<file path="config.mk">
export PLATFORM = sky130hd
export DESIGN_NAME = risc_datapath
export DESIGN_NICKNAME = d
export VERILOG_FILES = /design/src/rtl/risc_datapath.sv
export SDC_FILE = /design/constraint.sdc
export NUM_CORES = 1
export LEC_CHECK = 0
export BUFFER_PORTS_ARGS = -buffer_cell sky130_fd_sc_hd__buf_4
export CAP_MARGIN = 20
export CORE_MARGIN = 5
export CORE_UTILIZATION = 50
export CTS_CLUSTER_SIZE = 25
export DETAILED_ROUTE_END_ITERATION = 10
export PLACE_DENSITY = 0.78
export SYNTH_ARGS = -nofsm -noshare
export SYNTH_HDL_FRONTEND = slang
export SYNTH_SLANG_ARGS = --single-unit
</file>
<file path="constraint.sdc">
create_clock -name clk -period 2.3 [get_ports clk]
set_input_delay 0.575 -clock clk [delete_from_list [all_inputs] [get_ports clk]]
set_output_delay 0.575 -clock clk [all_outputs]
set_load 0.1 [all_outputs]
</file>
<file path="src/rtl/risc_datapath.sv">
// VeriRisc datapath: instruction register, program counter, accumulator, ALU,
// address multiplexer and retired-instruction counter. It sits downstream of the
// sequence controller and closes the fetch/execute loop by returning opcode and zero.
//
// Ports:
//   clk, rst            clock (rising edge) and asynchronous active-low reset
//   rd, wr, ld_ir, ld_acc, ld_pc, inc_pc, halt, data_e, sel   controller strobes
//   data_in             memory read data
//   opcode, zero        IR opcode field and ACC==0 flag, back to the controller
//   addr                memory address (PC when sel=1, IR operand when sel=0)
//   data_out, data_oe   write data (ACC) and data bus drive enable
//   mem_rd, mem_wr      memory strobes
//   acc_out, pc_out     debug views of ACC and PC
//   icount              saturating count of instruction fetches (ld_ir pulses)

module risc_datapath #(
  parameter int unsigned DWIDTH = 8,
  parameter int unsigned AWIDTH = 5,
  parameter int unsigned CWIDTH = 16
) (
  input  logic              clk,
  input  logic              rst,
  input  logic              rd,
  input  logic              wr,
  input  logic              ld_ir,
  input  logic              ld_acc,
  input  logic              ld_pc,
  input  logic              inc_pc,
  input  logic              halt,
  input  logic              data_e,
  input  logic              sel,
  input  logic [DWIDTH-1:0] data_in,
  output logic [2:0]        opcode,
  output logic              zero,
  output logic [AWIDTH-1:0] addr,
  output logic [DWIDTH-1:0] data_out,
  output logic              data_oe,
  output logic              mem_rd,
  output logic              mem_wr,
  output logic [DWIDTH-1:0] acc_out,
  output logic [AWIDTH-1:0] pc_out,
  output logic [CWIDTH-1:0] icount
);

  typedef enum logic [2:0] {
    OpHlt = 3'd0,
    OpSkz = 3'd1,
    OpAdd = 3'd2,
    OpAnd = 3'd3,
    OpXor = 3'd4,
    OpLda = 3'd5,
    OpSto = 3'd6,
    OpJmp = 3'd7
  } opcode_e;

  logic [DWIDTH-1:0] ir_q, ir_d;
  logic [AWIDTH-1:0] pc_q, pc_d;
  logic [DWIDTH-1:0] acc_q, acc_d;
  logic [CWIDTH-1:0] icount_q, icount_d;
  logic [DWIDTH-1:0] alu_result;
  opcode_e           op;

  assign op = opcode_e'(ir_q[DWIDTH-1:DWIDTH-3]);

  // ALU works off the registered IR, so a simultaneous ld_ir/ld_acc executes the
  // instruction already held in IR while the new one is captured.
  always_comb begin
    alu_result = acc_q;
    case (op)
      OpAdd:   alu_result = acc_q + data_in;  // carry out discarded by truncation
      OpAnd:   alu_result = acc_q & data_in;
      OpXor:   alu_result = acc_q ^ data_in;
      OpLda:   alu_result = data_in;
      default: alu_result = acc_q;            // HLT, SKZ, STO, JMP pass ACC
    endcase
  end

  // Next-state logic; halt freezes every register regardless of other strobes.
  always_comb begin
    ir_d     = ir_q;
    pc_d     = pc_q;
    acc_d    = acc_q;
    icount_d = icount_q;
    if (!halt) begin
      if (ld_ir) begin
        ir_d = data_in;
        if (icount_q != {CWIDTH{1'b1}}) begin
          icount_d = icount_q + CWIDTH'(1);
        end
      end
      if (ld_pc) begin
        pc_d = ir_q[AWIDTH-1:0];
      end else if (inc_pc) begin
        pc_d = pc_q + AWIDTH'(1);             // wraps naturally at 2^AWIDTH
      end
      if (ld_acc) begin
        acc_d = alu_result;
      end
    end
  end

  always_ff @(posedge clk or negedge rst) begin
    if (!rst) begin
      ir_q     <= '0;
      pc_q     <= '0;
      acc_q    <= '0;
      icount_q <= '0;
    end else begin
      ir_q     <= ir_d;
      pc_q     <= pc_d;
      acc_q    <= acc_d;
      icount_q <= icount_d;
    end
  end

  assign opcode   = ir_q[DWIDTH-1:DWIDTH-3];
  assign zero     = (acc_q == '0);            // from the register, not the ALU
  assign addr     = sel ? pc_q : ir_q[AWIDTH-1:0];
  assign data_out = acc_q;
  assign acc_out  = acc_q;
  assign pc_out   = pc_q;
  assign icount   = icount_q;

  // Strobes are gated by reset so memory sees nothing while the core is held.
  assign data_oe = data_e & rst;
  assign mem_rd  = rd & rst;
  assign mem_wr  = wr & ~halt & rst;

endmodule

</file>
==> results of run 1 <==
==> Yosys cell counts (4+ instances only) <==
cell type	n
xor2_1	5
dfrtp_1	37
nor2b_1	6
nor2_1	15
nor3_1	8
buf_4	11
a22oi_1	5
o21ai_0	21
nand2_1	44
a31oi_1	4
ha_1	10
mux2_2	7
a21oi_1	19
a22o_1	4
clkbuf_1	6
nand2b_1	4
inv_1	7
nand4_1	4
xnor2_1	6
==> metrics by stage <==
stage | power [mW] | hold WS [ns] | worst slack (ns)
finish | 4.58 | 0.124 | 0.0681
detailed placement | 4.00 | 0.434 | 0.00410
global placement | 3.96 | 0.432 | 0.0826
CTS | 4.59 | 0.122 | 0.00704
floorplan | 3.48 | 0.279 | 0.00110
global route | 4.82 | 0.120 | 0.0216
==> logic make-up (layout without fill, tap and decap cells) <==
family / Yosys count / count (layout)
AOI/OAI and AO/OA: 71 / 71
adders and majority gates: 11 / 11
muxes: 8 / 8
buffers and inverters: 26 / 86
xor gates and xnor gates: 11 / 11
and+or+nand+nor: 99 / 99
DFF: 37 / 37
==> final cells by class <==
class | count | share of cell area [%]
Tap cell | 52 | 2.20
Sequential cell | 37 | 31.8
Multi-Input combinational cell | 200 | 42.7
Timing Repair Buffer | 71 | 18.4
Clock inverter | 1 | 1.01
Inverter | 7 | 0.888
Clock buffer | 7 | 2.92
==> worst paths after layout <==
path / end / slack [ns] / cells after the start / startpoint
hold reg to reg: icount[0] / 0.50 / 1 / icount[0]
setup / recovery: zero / 0.07 / 3 / acc_out[1]
hold / removal: pc_out[1] / 0.12 / 1 / rst
max in group asynchronous: acc_out[7] / 1.70 / 2 / rst
setup reg to reg: acc_out[6] / 0.19 / 7 / acc_out[0]
min in group clk: icount[0] / 0.50 / 1 / icount[0]
==> power by group through the flow <==
| stage | clock [mW] | combinational [mW] | sequential [mW] |
|---|---|---|---|
| 3_3_place_gp | 0 | 2.92 | 1.05 |
| 6_report | 0.578 | 2.96 | 1.04 |
| 3_5_place_dp | 0 | 2.95 | 1.05 |
| 5_1_grt | 0.631 | 3.10 | 1.08 |
| 4_1_cts | 0.590 | 2.96 | 1.04 |
| 2_1_floorplan | 0 | 1.48 | 2.00 |
==> sequential cells by signal, summed over array words and instances, names as in the netlist <==
name     flops
ir_q         8
acc_out      8
pc_out       5
icount      16
==> timing repair <==
| action | in CTS | in global routing |
|---|---|---|
| pin swaps | 0 | 1 |
| endpoints found under the hold margin | 0 | 0 |
| gates resized for setup | 1 | 2 |
| hold buffers | 0 | 0 |
| setup buffers | 0 | 0 |
| setup endpoints to repair | 1 | 1 |
==> layer usage <==
| metal | vias up | track usage, % |
|---|---|---|
| met5 | - | 0 |
| met2 | 96 | 29.8 |
| li1 | 1051 | - |
| met4 | 0 | 5.91 |
| met1 | 1011 | 28.6 |
| met3 | 4 | 4.23 |
==> critical path, stage by stage, from the launching register on <==
cell and delay, ns:
dfrtp_4 0.51, or4_4 0.56, nor2_4 0.12, buf_12 0.18
==> results.tsv, run 1 <==
metric	value	unit
Seq cells post-synth	37	
Pins Over Slew Limit	0	
placed instance area	2830	sq um
clock share of power	12.6	%
commonest non-fill, non-tap cell in the layout	buf_4	
Post-Route Setup TNS	0	ns
largest net degree at the start of global routing	19	
drc violations	0	
status	finished, final reports clean	
wire per inst	15.4	um
layout cell share with drive strength beyond 1	31.3	%
Max clock buf depth	2	
Top Ports	68	
multiplexer share of the synthesized area	3.83	%
clk sinks	37	
Pwr per Cell Area	1550	nW/um^2
First-pass DRT Iterations	4	
Peak VDD IR	1.44	mV
nature of the critical path endpoint	output port	
commonest cells after routing, fill and taps aside	buf_4, nand2_1, dfrtp_1, o21ai_0, a21oi_1	
met3 wire length	466	um
clk_lat worst skew	0.28	ns
Filler Cell Count	360	
nets@finish	352	
unrepaired setup endpoints after global routing	no	
Clk pin slew, worst setup/hold paths	0.07	ns
core area	4410	sq um
initial DRC count	104	
post-synth top area share	39.9	%
CTS buffer count	5	
post-synthesis net count	293	
Non-Filler Instances	375	
DR vias/cell	5.77	
crit-path max FO	6	
Final HPWL DP	4.48	mm
Routed Wire Length	5.79	mm
Synth Area in Adders	6.26	%
Die Area	6100	sq um
Mapped Avg Cell Area	8.82	sq um
Crit Path Category	reg -> out	
Die Span Y	78.1	um
Slew HR	56.6	%
fin crit share	97.0	%
final core area utilization	67.0	%
switching power	2.71	mW
Reg power frac	22.7	%
Die W	78.1	um
Synth Cell Area	2320	sq um
total gr overflow	0	
count of cell types in the netlist	48	
Starting Density	52.6	%
hold crit path type	in -> async	
crit path DAT	1.66	ns
Primary FF master, synth	dfrtp_1	
CP required	1.73	ns
Int Power	1.87	mW
synth top area cells	dfrtp_1, nand2_1, ha_1, o21ai_0, a21oi_1	
setup violators final	0	
first-pass GRT wire length	10.0	mm
# port buffers	67	
Max Cap Violations	0	
M1 WL	2.64	mm
Syn Inst Count	263	
Synth Area in Simple Gates	20.4	%
CTS tree	built	
Root Buffer	clkbuf_8	
Synth area leader	dfrtp_1	
number of antenna violations at the first check in global routing	0	
register area	941	sq um
FMAX	0.448	GHz
Tmin final	2.23	ns
total number of yosys warnings	0	
largest family of logic cells by synthesized area	simple AND/OR/NAND/NOR gates	
Tot GR Track Use	19.8	%
multi-input logic area	1260	sq um
Sw Share	59.1	%
Cells after DPL	367	
compound-gate portion of the synthesized area	19.4	%
vias in the first global route	2068	
H-tree depth	2	
Worst Tran Pin Value	0.650	ns
combinational share of power	64.6	%
Rows	24	
Post-synth ARST share	100	%
routability cong.	0.937	
Final Skew	0.00391	ns
fraction of synthesized cell area in xor and xnor cells	4.15	%
Post-synth EDFFs	0	
uppermost layer routed	met4	
Final Cell Area	2960	sq um
DR vias	2162	
leakage	1.41	nW
final antenna-violating net count	0	
sequential-to-total area share from yosys stat	39.9	%
crit path launch type	register	
Hold Vio Cnt, Final	0	
Antenna Cells	0	
wire length on met2	2.63	mm
P&R area growth vs syn	27.6	%
(Power assumes the default switching activity.)
==> run 2, diff against run 1 <==
--- a/config.mk
+++ b/config.mk
@@ -8,10 +8,10 @@
 export BUFFER_PORTS_ARGS = -buffer_cell sky130_fd_sc_hd__buf_4
 export CAP_MARGIN = 20
 export CORE_MARGIN = 5
-export CORE_UTILIZATION = 50
+export CORE_UTILIZATION = 52
 export CTS_CLUSTER_SIZE = 25
 export DETAILED_ROUTE_END_ITERATION = 10
-export PLACE_DENSITY = 0.78
+export PLACE_DENSITY = 0.83
 export SYNTH_ARGS = -nofsm -noshare
 export SYNTH_HDL_FRONTEND = slang
 export SYNTH_SLANG_ARGS = --single-unit
==> results.tsv, run 2 (synthesis results as in run 1) <==
metric	value	unit	change
largest net degree at the start of global routing	38		+19
Crit Path Category	reg -> out		
hold crit path type	in -> async		
nets@finish	351		-0.28%
Tmin final	2.24	ns	+0.0124 ns
wire per inst	15.2	um	-1.5%
fin crit share	97.6	%	+0.54 points
hold_buf cts	0		unchanged
Fin Hold WS	0.339	ns	+0.215 ns
Hold Vio Cnt, Final	0		unchanged
M1 WL	2.50	mm	-5.4%
drc violations	0		unchanged
Pwr per Cell Area	1570	nW/um^2	+1.5%
max reg flops	16		unchanged
vias in the first global route	2074		+0.29%
Pins Over Slew Limit	0		unchanged
CP required	1.73	ns	about the same
layout cell share with drive strength beyond 1	31.4	%	+0.097 points
Die Span Y	76.8	um	-1.7%
routability cong.	0.887		-5.3%
Rows	24		unchanged
crit path DAT	1.67	ns	about the same
final antenna-violating net count	0		unchanged
commonest non-fill, non-tap cell in the layout	buf_4		
clk_lat worst skew	0.30	ns	+0.02 ns
Crit. Startpoint	acc_out[1]		
postcts setup bufs	0		unchanged
Die W	76.8	um	-1.7%
number of antenna violations at the first check in global routing	0		unchanged
total gr overflow	0		unchanged
Peak VDD IR	1.28	mV	-12%
Filler Cell Count	359		-0.28%
Max Cap Violations	0		unchanged
met3 wire length	425	um	-8.8%
register area	941	sq um	unchanged
multi-input logic area	1260	sq um	unchanged
FMAX	0.446	GHz	-0.55%
Die Area	5900	sq um	-3.4%
CTS tree	built		
CTS buffer count	5		unchanged
First-pass DRT Iterations	4		unchanged
first-pass GRT wire length	9.63	mm	-4.1%
Tot GR Track Use	19.6	%	-0.21 points
setup violators final	0		unchanged
Clk pin slew, worst setup/hold paths	0.08	ns	about the same
DR vias	2140		-1.0%
DR vias/cell	5.72		-0.75%
leakage	1.42	nW	+0.39%
Worst Tran Pin Value	0.703	ns	+0.0534 ns
Starting Density	53.3	%	+0.72 points
Antenna Cells	0		unchanged
P&R area growth vs syn	28.2	%	
wire length on met2	2.69	mm	+2.5%
Top Ports	68		unchanged
commonest cells after routing, fill and taps aside	buf_4, nand2_1, dfrtp_1, o21ai_0, a21oi_1		
crit-path max FO	6		unchanged
Root Buffer	clkbuf_8		
initial DRC count	89		-14%
core area	4350	sq um	-1.4%
# port buffers	67		unchanged
Routed Wire Length	5.68	mm	-1.7%
Final Skew	0.00472	ns	+0.000807 ns
unrepaired setup endpoints after global routing	no		
FF-to-FF Start	acc_out[0]		
clk sinks	37		unchanged
uppermost layer routed	met4		
nature of the critical path endpoint	output port		
H-tree depth	2		unchanged
Final HPWL DP	4.21	mm	-5.9%
status	finished, final reports clean		
Post-Route Setup TNS	0	ns	unchanged
Slew HR	53.0	%	-3.6 points
crit path launch type	register		
Max clock buf depth	2		unchanged
[run 2: path summary, 6_finish.rpt]
check	to	slack, ns	depth (start not counted)
setup / recovery	zero	0.06	3
hold / removal	pc_out[1]	0.34	2
setup reg to reg	acc_out[6]	0.32	7
hold reg to reg	icount[0]	0.51	1
max in group asynchronous	acc_out[1]	1.60	2
min in group clk	ir_q[5]	0.49	3
[run 2: per-layer routing]
layer / vias up / global-route usage (%)
li1: 1042 / -
met1: 1008 / 24.9
met2: 82 / 32.4
met3: 8 / 5.62
met4: 0 / 5.07
met5: - / 0
[run 2: through the flow]
step	instances	setup slack (ns)	instance area (sq um)	util (%)	power (mW)
after global routing	374	0.0206	2970	68.3	4.88
after detailed placement	366	0.0630	2820	64.8	3.97
final	374	0.0557	2970	68.3	4.67
after floorplan	263	0.00110	2350	-	3.48
after CTS	374	0.00607	2970	68.2	4.68
after global placement	366	0.110	2820	64.8	3.95
[run 2: layout make-up]
class                           count  area share (%)
Clock buffer                        5            2.31
Clock inverter                      3            2.31
Inverter                            7           0.884
Multi-Input combinational cell    200            42.6
Sequential cell                    37            31.6
Tap cell                           52            2.19
Timing Repair Buffer               70            18.1
[run 2: critical path, cell delays in order (launching register included)]
cell and delay (ns):
dfrtp_4 0.52, or4_4 0.56, nor2_4 0.12, buf_12 0.18
[run 2: what timing repair did]
item                                    in CTS  in global routing
cloned                                       0                  0
pin swaps                                    0                  1
endpoints found under the setup margin       1                  1
hold endpoints to repair                     0                  0
resized for setup                            2                  1
[run 2: where the power goes]
group          switching, mW  internal, mW  leakage [nW]
Clock                  0.260         0.437        0.0687
Combinational           2.24         0.687         0.895
Sequential             0.219         0.825         0.455
==> run 3, diff against run 2 <==
--- a/config.mk
+++ b/config.mk
@@ -5,12 +5,13 @@
 export SDC_FILE = /design/constraint.sdc
 export NUM_CORES = 1
 export LEC_CHECK = 0
+export ABC_AREA = 1
 export BUFFER_PORTS_ARGS = -buffer_cell sky130_fd_sc_hd__buf_4
-export CAP_MARGIN = 20
 export CORE_MARGIN = 5
-export CORE_UTILIZATION = 52
+export CORE_UTILIZATION = 53
 export CTS_CLUSTER_SIZE = 25
 export DETAILED_ROUTE_END_ITERATION = 10
+export GPL_ROUTABILITY_DRIVEN = 0
 export PLACE_DENSITY = 0.83
 export SYNTH_ARGS = -nofsm -noshare
 export SYNTH_HDL_FRONTEND = slang
==> results.tsv, run 3 <==
metric	value	unit	change
PostCTS Resize Cnt	0		-2
M1 WL	2.80	mm	+12%
Pins Over Slew Limit	0		unchanged
drc violations	0		unchanged
FMAX	0.452	GHz	+1.4%
Synth area leader	dfrtp_1		
crit-path max FO	5		-1
CTS buffer count	5		unchanged
CTS tree	built		
total number of yosys warnings	0		unchanged
Tot GR Track Use	21.8	%	+2.2 points
Starting Density	54.4	%	+1.2 points
P&R area growth vs syn	24.2	%	
Worst path max stage delay	0.44	ns	-0.12 ns
layout cell share with drive strength beyond 1	23.2	%	-8.1 points
post-synth top area share	36.0	%	-3.9 points
Worst Tran Pin Value	0.502	ns	-0.201 ns
max reg flops	16		unchanged
Fin Hold WS	0.114	ns	-0.225 ns
CP required	1.73	ns	about the same
most frequent cell after synthesis	nand2_1		
leakage	1.66	nW	+17%
Tmin final	2.21	ns	-0.0305 ns
Max clock buf depth	2		unchanged
Pwr per Cell Area	1460	nW/um^2	-6.8%
Final Skew	0.00577	ns	+0.00105 ns
Antenna Cells	0		unchanged
commonest cells after routing, fill and taps aside	nand2_1, buf_4, inv_1, dfrtp_1, nand3_1		
wire per inst	13.2	um	-13%
count of cell types in the netlist	32		-33%
wire length on met2	3.14	mm	+17%
crit path DAT	1.64	ns	-0.03 ns
critical path cell sequence	nor4_1 -> nand2_1 -> nor2_4 -> buf_4		
Post-synth EDFFs	0		unchanged
Routed Wire Length	6.45	mm	+13%
final antenna-violating net count	0		unchanged
Hold Vio Cnt, Final	0		unchanged
synth top area cells	dfrtp_1, nand2_1, inv_1, nand3_1, ha_1		
DR vias	2553		+19%
Post-synth ARST share	100	%	unchanged
Clk pin slew, worst setup/hold paths	0.08	ns	about the same
clk_lat worst skew	0.29	ns	about the same
setup violators final	0		unchanged
uppermost layer routed	met4		
family with the most delay on the worst path	simple AND/OR/NAND/NOR gates		
Root Buffer	clkbuf_8		
Die W	79.7	um	+3.7%
hold crit path type	in -> async		
Non-Filler Instances	489		+31%
DR vias/cell	5.22		-8.8%
Top Ports	68		unchanged
Rows	25		+4.2%
H-tree depth	2		unchanged
Die Area	6340	sq um	+7.6%
Seq cells post-synth	37		unchanged
First-pass DRT Iterations	5		+1
status	finished, final reports clean		
# port buffers	67		unchanged
Peak VDD IR	1.40	mV	+9.9%
Max Cap Violations	0		unchanged
clk sinks	37		unchanged
Worst Path Buf+Inv	1		unchanged
hold_buf cts	0		unchanged
Synth Cell Area	2570	sq um	+11%
Slew HR	66.3	%	+13 points
Syn Inst Count	361		+37%
crit path launch type	register		
commonest non-fill, non-tap cell in the layout	nand2_1		
Primary FF master, synth	dfrtp_1		
post-synthesis net count	391		+33%
nature of the critical path endpoint	output port		
Final HPWL DP	4.99	mm	+18%
Mapped Avg Cell Area	7.12	sq um	-19%
number of antenna violations at the first check in global routing	0		unchanged
Slowest cell on crit path	dfrtp_2		
fin crit share	96.3	%	-1.3 points
core area	4720	sq um	+8.5%
PnR Total Power	4.68	mW	+0.11%
vias in the first global route	2436		+17%
nets@finish	451		+28%
R2R cell count	11		+4
total gr overflow	0		unchanged
postcts setup bufs	0		unchanged
Cells after DPL	481		+31%
met3 wire length	374	um	-12%
top post-synthesis cells by count	nand2_1, inv_1, dfrtp_1, nor2_1, nand3_1		
first-pass GRT wire length	11.0	mm	+14%
sequential-to-total area share from yosys stat	36.0	%	-3.9 points
Crit Path Category	reg -> out		
Die Span Y	79.7	um	+3.7%
initial DRC count	124		+39%
largest net degree at the start of global routing	27		-29%
unrepaired setup endpoints after global routing	no		
logic depth of the worst path, buffers included	4		+1
run 3: path summary, 6_finish.rpt:
check / endpoint / slack, ns / from
max: zero / 0.09 / acc_out[4]
min: icount[12] / 0.11 / rst
max reg2reg: acc_out[4] / 0.50 / acc_out[0]
min reg2reg: ir_q[1] / 0.50 / ir_q[1]
max in group asynchronous: acc_out[4] / 1.59 / rst
min in group clk: ir_q[0] / 0.49 / data_in[0]
run 3: cell families (layout without fill, tap and decap cells):
logic type | count (synthesis) | count (layout) | synth area share, %
buffers and inverters | 62 | 123 | 11.4
xor gates and xnor gates | 10 | 10 | 3.41
DFF | 37 | 37 | 36.0
and+or+nand+nor | 190 | 190 | 32.5
AOI/OAI and AO/OA | 51 | 51 | 11.0
adders and majority gates | 11 | 11 | 5.64
run 3: metal layers:
layer / vias up / global-route usage [%]
li1: 1279 / -
met3: 17 / 4.18
met4: 0 / 8.42
met5: - / 0
met2: 86 / 36.4
met1: 1171 / 27.7
run 3: stage by stage:
stage                     area [sq um]  setup WS [ns]  TNS, ns  util, %
after floorplan                   2590         -0.423    -2.01        -
after global placement            3070          0.341        0     65.1
after detailed placement          3070          0.301        0     65.1
after CTS                         3190         0.0769        0     67.6
after global routing              3190        0.00773        0     67.6
final                             3190         0.0862        0     67.6
run 3: cell type report:
class,instances,area (sq um)
fillers,420,1530
multi-input cells,262,1370
flip-flops and latches,37,932
repair buffers,69,518
inverters,46,173
well taps,67,83.8
clock buffers,6,82.6
clock inverters,2,37.5
run 3: where the power goes:
part	total [mW]	switching, mW	leakage (nW)	internal, mW
clock	0.593	0.241	0.0574	0.353
combinational	3.04	2.40	1.14	0.641
sequential	1.04	0.222	0.460	0.818
total	4.68	2.86	1.66	1.81
